--- src/rtl/conv_result_writer_pkg.sv ---
// Shared constants, state encoding and stream bit positions for the
// convolution result writer.
package conv_result_writer_pkg;

  localparam int S2P_SIZE    = 4;
  localparam int RESULT_SIZE = 32;
  localparam int ADDR_W      = 16;
  localparam int PIX_W       = 12;
  localparam int KN_W        = 8;
  localparam int TN_W        = 10;

  localparam int ROW_W = (S2P_SIZE > 1) ? $clog2(S2P_SIZE) : 1;

  // Wide enough to hold pixel/kernel indices and the counts they are compared to.
  localparam int PXL_W = ((TN_W + ROW_W) > PIX_W) ? (TN_W + ROW_W) : PIX_W;
  localparam int KRN_W = KN_W + ROW_W;

  localparam int VLD_PAD = 0;
  localparam int VLD_RAW = 1;
  localparam int VLD_SOT = 2;

  typedef enum logic [1:0] {
    ST_IDLE = 2'd0,
    ST_RUN  = 2'd1,
    ST_DONE = 2'd2
  } wr_state_e;

endpackage

--- src/rtl/conv_result_writer_tile_pos_counter.sv ---
// Tracks the in-tile position (row fastest, then col) and the t/w tile indices
// of the incoming result stream, with stall, wrap and start-of-tile resync.
module tile_pos_counter
  import conv_result_writer_pkg::*;
(
  input  logic              clk,
  input  logic              rst,
  input  logic              clear,
  input  logic              advance,
  input  logic              sot,
  input  logic [TN_W-1:0]   t_num,
  input  logic [KN_W-1:0]   w_num,
  output logic [ROW_W-1:0]  row,
  output logic [ROW_W-1:0]  col,
  output logic [TN_W-1:0]   t_tile,
  output logic [KN_W-1:0]   w_tile,
  output logic              sot_mis,
  output logic              tile_end,
  output logic              t_last,
  output logic              w_last,
  output logic              last_beat
);

  localparam logic [ROW_W-1:0] LAST_POS = ROW_W'(S2P_SIZE - 1);

  logic [ROW_W-1:0] row_q;
  logic [ROW_W-1:0] col_q;

  // A start-of-tile marker away from (0,0) makes the current beat position (0,0).
  assign sot_mis   = sot && ((row_q != '0) || (col_q != '0));
  assign row       = sot_mis ? '0 : row_q;
  assign col       = sot_mis ? '0 : col_q;
  assign tile_end  = (row == LAST_POS) && (col == LAST_POS);
  assign t_last    = (t_tile == (t_num - 1'b1));
  assign w_last    = (w_tile == (w_num - 1'b1));
  assign last_beat = tile_end && t_last && w_last;

  always_ff @(posedge clk or posedge rst) begin
    if (rst) begin
      row_q  <= '0;
      col_q  <= '0;
      t_tile <= '0;
      w_tile <= '0;
    end else if (clear) begin
      row_q  <= '0;
      col_q  <= '0;
      t_tile <= '0;
      w_tile <= '0;
    end else if (advance) begin
      if (row == LAST_POS) begin
        row_q <= '0;
        col_q <= (col == LAST_POS) ? '0 : col + ROW_W'(1);
      end else begin
        row_q <= row + ROW_W'(1);
        col_q <= col;
      end
      if (tile_end) begin
        if (t_last) begin
          t_tile <= '0;
          w_tile <= w_last ? '0 : w_tile + 1'b1;
        end else begin
          t_tile <= t_tile + 1'b1;
        end
      end
    end
  end

endmodule

--- src/rtl/conv_result_writer.sv ---
// Drains serialized result tiles into the output feature buffer in
// kernel-major order, dropping padded elements.
module conv_result_writer
  import conv_result_writer_pkg::*;
(
  input  logic                   clk,
  input  logic                   rst,
  input  logic                   start,
  input  logic [ADDR_W-1:0]      base_addr,
  input  logic [PIX_W-1:0]       out_pixels,
  input  logic [KN_W-1:0]        kernel_nums,
  input  logic [TN_W-1:0]        img2col_t_num,
  input  logic [KN_W-1:0]        img2col_w_num,
  input  logic [RESULT_SIZE-1:0] in_result,
  input  logic [2:0]             in_valid,
  input  logic                   in_conv_done,
  output logic                   wr_en,
  output logic [ADDR_W-1:0]      wr_addr,
  output logic [RESULT_SIZE-1:0] wr_data,
  output logic                   busy,
  output logic                   done,
  output logic                   err
);

  wr_state_e         state;

  logic [ADDR_W-1:0] base_q;
  logic [PIX_W-1:0]  out_pix_q;
  logic [KN_W-1:0]   kn_q;
  logic [TN_W-1:0]   t_num_q;
  logic [KN_W-1:0]   w_num_q;
  logic              conv_done_q;

  logic [ROW_W-1:0]  row;
  logic [ROW_W-1:0]  col;
  logic [TN_W-1:0]   t_tile;
  logic [KN_W-1:0]   w_tile;
  logic              sot_mis;
  logic              tile_end;
  logic              t_last;
  logic              w_last;
  logic              last_beat;

  logic [ADDR_W-1:0] wbase_q;
  logic [ADDR_W-1:0] kbase_q;
  logic [ADDR_W-1:0] kbase_cur;
  logic [ADDR_W-1:0] tile_step;
  logic [ADDR_W-1:0] addr_nxt;
  logic [PXL_W-1:0]  pixel;
  logic [KRN_W-1:0]  kernel;
  logic              accept;
  logic              write_ok;
  logic              conv_rise;

  // A start pulse always takes priority over a beat arriving in the same cycle.
  assign accept    = (state == ST_RUN) && in_valid[VLD_RAW] && !start;
  assign conv_rise = in_conv_done && !conv_done_q;

  assign pixel     = PXL_W'(t_tile) * PXL_W'(S2P_SIZE) + PXL_W'(row);
  assign kernel    = KRN_W'(w_tile) * KRN_W'(S2P_SIZE) + KRN_W'(col);
  assign write_ok  = in_valid[VLD_PAD] && (pixel < PXL_W'(out_pix_q)) && (kernel < KRN_W'(kn_q));

  assign tile_step = ADDR_W'(out_pix_q) * ADDR_W'(S2P_SIZE);
  assign kbase_cur = sot_mis ? wbase_q : kbase_q;
  assign addr_nxt  = base_q + kbase_cur + ADDR_W'(pixel);

  tile_pos_counter u_pos (
    .clk       (clk),
    .rst       (rst),
    .clear     (start),
    .advance   (accept),
    .sot       (in_valid[VLD_SOT]),
    .t_num     (t_num_q),
    .w_num     (w_num_q),
    .row       (row),
    .col       (col),
    .t_tile    (t_tile),
    .w_tile    (w_tile),
    .sot_mis   (sot_mis),
    .tile_end  (tile_end),
    .t_last    (t_last),
    .w_last    (w_last),
    .last_beat (last_beat)
  );

  always_ff @(posedge clk or posedge rst) begin
    if (rst) begin
      base_q    <= '0;
      out_pix_q <= '0;
      kn_q      <= '0;
      t_num_q   <= '0;
      w_num_q   <= '0;
    end else if (start) begin
      base_q    <= base_addr;
      out_pix_q <= out_pixels;
      kn_q      <= kernel_nums;
      t_num_q   <= img2col_t_num;
      w_num_q   <= img2col_w_num;
    end
  end

  // kbase_q tracks kernel*out_pixels, wbase_q tracks w_tile*S2P_SIZE*out_pixels.
  always_ff @(posedge clk or posedge rst) begin
    if (rst) begin
      wbase_q <= '0;
      kbase_q <= '0;
    end else if (start) begin
      wbase_q <= '0;
      kbase_q <= '0;
    end else if (accept) begin
      if (tile_end) begin
        if (t_last && w_last) begin
          wbase_q <= '0;
          kbase_q <= '0;
        end else if (t_last) begin
          wbase_q <= wbase_q + tile_step;
          kbase_q <= wbase_q + tile_step;
        end else begin
          kbase_q <= wbase_q;
        end
      end else if (row == ROW_W'(S2P_SIZE - 1)) begin
        kbase_q <= kbase_cur + ADDR_W'(out_pix_q);
      end else begin
        kbase_q <= kbase_cur;
      end
    end
  end

  always_ff @(posedge clk or posedge rst) begin
    if (rst) begin
      wr_en   <= 1'b0;
      wr_addr <= '0;
      wr_data <= '0;
    end else begin
      wr_en <= accept && write_ok;
      if (accept && write_ok) begin
        wr_addr <= addr_nxt;
        wr_data <= in_result;
      end
    end
  end

  always_ff @(posedge clk or posedge rst) begin
    if (rst) begin
      state       <= ST_IDLE;
      busy        <= 1'b0;
      done        <= 1'b0;
      err         <= 1'b0;
      conv_done_q <= 1'b0;
    end else begin
      done        <= 1'b0;
      conv_done_q <= in_conv_done;
      case (state)
        ST_RUN: begin
          if (start) begin
            err <= 1'b1;
          end else begin
            if ((accept && sot_mis) || (conv_rise && !(accept && last_beat))) begin
              err <= 1'b1;
            end
            if (accept && last_beat) begin
              state <= ST_DONE;
              busy  <= 1'b0;
              done  <= 1'b1;
            end
          end
        end
        default: begin
          if (start) begin
            state <= ST_RUN;
            busy  <= 1'b1;
            err   <= 1'b0;
          end else begin
            if (in_valid[VLD_RAW]) begin
              err <= 1'b1;
            end
            state <= ST_IDLE;
          end
        end
      endcase
    end
  end

endmodule
--- config.mk ---
export PLATFORM = sky130hd
export DESIGN_NAME = conv_result_writer
export DESIGN_NICKNAME = d
export VERILOG_FILES = /design/src/rtl/conv_result_writer_pkg.sv /design/src/rtl/conv_result_writer_tile_pos_counter.sv /design/src/rtl/conv_result_writer.sv
export SDC_FILE = /design/constraint.sdc
export NUM_CORES = 1
export LEC_CHECK = 0
export CAP_MARGIN = 30
export CORE_UTILIZATION = 51
export DETAILED_ROUTE_END_ITERATION = 7
export PLACE_DENSITY_LB_ADDON = 0.1
export SYNTH_ARGS = -nofsm -noshare
export SYNTH_HDL_FRONTEND = slang
export SYNTH_HIERARCHICAL = 1
export SYNTH_SLANG_ARGS = --single-unit
--- constraint.sdc ---
create_clock -name clk -period 4.7 [get_ports clk]
set_input_delay 0.705 -clock clk [delete_from_list [all_inputs] [get_ports clk]]
set_output_delay 0.705 -clock clk [all_outputs]
set_load 0.02 [all_outputs]
==> metrics.csv <==
metric,value,unit
Pwr Density,354.8,mW/mm2
Setup Viol. Count Final,0,
Num CTS Buffers,17,
met3 Use GR,4.686,%
Crit. End Element,register,
Period minus WS final,4.340,ns
Routed Antenna Nets,0,
Worst VDD drop,0.2476,mV
TritonCTS clock tree,done,
share of the synthesized area in the top cell type,39.06,%
Post-CTS Resized,0,
share of cells above drive strength 1,12.89,%
final setup TNS,0,ns
clk sinks,163,
HP Class,register to register,
main area contributors after synthesis,"dfrtp_1 39%, mux2_2 8.5%, ha_1 7.8%",
first-iteration detailed-routing DRC count,556,
die area,0.02105,mm2
"area leader, netlist",dfrtp_1,
pre-CTS setup slack,0.001717,ns
die width,145.1,um
Core ar.,0.01978,mm2
detailed-route DRC error count,0,
initial antenna violation count,0,
Lkg Pwr,0.005709,uW
final wirelength,26950,um
Post-synth EDFFs,0,
setup bufs post-CTS,0,
Slew HR,36.66,%
status,"finished, final reports clean",
Synth top cells by count,"163 x dfrtp_1, 112 x nand2_1, 79 x mux2_2",
PortBufs,144,
cell area after synthesis,0.01044,mm2
largest net degree at the start of global routing,97,
"CTS clk-pin slew, worst paths",0.07,ns
total congestion overflow,0,
final hold violations,0,
Area Overhead vs Synth,22.80,%
Die Ht,145.1,um
Worst Setup Start Kind,input pin,
GPL Wtd Cong,0.9232,
Crit Path Max Fanout,5,
"Worst Setup Slack, final",0.3600,ns
Layout Cells excl Fill,1475,
Syn Inst Count,1056,
Yosys cell types,77,
fraction of registers with async set/reset,100.0,%
IO Count,145,
Diodes inserted,0,
Max-cap violations,0,
worst-margin pin slew,0.9501,ns
Root Buffer,clkbuf_16,
CP required,5.04,ns
top_reg_cell synth,dfrtp_1,
"Seq/Total Area, Yosys",39.06,%
#FFs+latches synth,163,
critical path class,input pin to register,
period utilisation layout,92.34,%
post-layout util,64.83,%
Most Crowded Layer GR,met2,
RSZ-0062 raised after global routing,false,
fillers,1612,
row cnt,51,
Starting Density,52.80,%
drt first pass iters,5,
"Hold-fix buffers, CTS",0,
Max Buffers Root-to-Sink,2,
wire length per cell,18.27,um
Final #Nets,1370,
final slew viol count,0,
Syn Area/Cell,9.890,um2
number of global-route vias before repair,8503,
met1 Usage GRT,34.99,%
gr usage total,26.81,%
dpl cells,1442,
worst skew pair latency,0.44,ns
DR vias/cell,5.803,
first-pass GRT wire length,44690,um
hpwl dp,20300,um
Vias,8560,
Min Hold Slack,0.4784,ns
reg2reg path depth,13,
most frequent cell after synthesis,dfrtp_1,
syn nets,1229,
fmax,0.2304,GHz
Hold Path Depth,2,
Fin Clk Skew,0.01377,ns
Yosys warning count,6,
H-tree depth,4,
CP Data Arrival Time,4.68,ns
met2 usage in global routing,44.93,%
critical path, cell delays in order:
cell and delay, ns:
clkdlybuf4s50_1 0.53, o41a_1 0.43, mux2i_1 0.33, inv_1 0.12, fa_1 0.45, ha_1 0.26, fa_1 0.43, a211oi_1 0.26
nor2_1 0.12, o211a_1 0.28, o31a_1 0.27, nor4bb_1 0.26, a211oi_1 0.07, o21ai_0 0.16
per-stage QoR:
step / instance area [um2] / power, uW
5_1_grt: 12820 / 4775
2_1_floorplan: 10440 / 2559
3_3_place_gp: 12190 / 3129
6_report: 12820 / 4551
4_1_cts: 12800 / 4593
3_5_place_dp: 12200 / 3158
state kept, by name, summed over array words and instances, names as in the netlist, 10 cells and up:
| register | count |
|---|---|
| wr_data | 32 |
| base_q | 16 |
| kbase_q | 16 |
| wbase_q | 16 |
| wr_addr | 16 |
| out_pix_q | 12 |
| t_num_q | 10 |
| u_pos/t_tile | 10 |
placed cells by master, fill, tap and decap left out, types with 6 or more instances in the layout:
cell type,Yosys,routed
dfrtp_1,163,163
nor3_1,28,28
nand4_1,7,7
or2_2,6,6
nor2_1,54,54
nor2b_1,10,10
a31oi_1,6,6
inv_6,0,6
clkdlybuf4s50_1,0,143
inv_1,56,55
a32oi_1,8,8
xnor2_1,25,25
a22o_1,9,9
o2bb2ai_1,8,8
mux2i_1,11,11
ha_1,65,65
mux2_2,79,79
and2_1,7,7
buf_4,2,19
o31ai_1,12,12
nand3_1,16,16
or3_1,13,13
clkbuf_16,0,17
o21ai_0,69,69
o211ai_1,7,7
a21o_1,20,20
a21oi_1,48,48
fa_1,15,15
nand2_1,112,112
nand2b_1,10,10
o21a_1,14,14
a211oi_1,18,18
xor2_1,25,25
worst paths after layout:
path	slack (ns)	start	to
setup / recovery	0.36	in_valid[2]	wr_addr[13]
hold / removal	0.48	wr_addr[9]	wr_addr[9]
setup reg to reg	0.62	u_pos/col_q[0]	wr_addr[13]
hold reg to reg	0.48	wr_addr[9]	wr_addr[9]
max in group asynchronous	3.31	rst	u_pos/t_tile[8]
min in group asynchronous	0.73	rst	w_num_q[7]
area by class of cell:
type,instances,area (um2),area share [%]
clock buffer,17,425.4,3.317
sequential,163,4079,31.80
clock inverter,15,172.7,1.346
inverter,56,215.2,1.678
timing repair buffer,165,1633,12.73
tap,265,331.6,2.585
multi-input combinational,794,5968,46.54
report_power, final:
part	internal (uW)	switching, uW	total (uW)
Combinational	658	677	1340
Clock	799	623	1420
Sequential	1620	178	1790
Total	3070	1480	4550
kinds of logic after synthesis:
group           after synthesis  share of synthesized area (%)
compound gates              280                          18.77
flops                       163                          39.06
fa+ha+maj                    80                          10.66
buf+inv                      99                          3.798
simple gates                291                          13.62
mux                          93                          9.896
xor+xnor                     50                          4.193
routing by layer:
metal	wire length, um	vias up
met1	11760	4144
met4	502	0
met3	1272	41
met5	0	-
met2	13410	230
li1	-	4145
No activity file was read; power rests on OpenSTA's default activity.
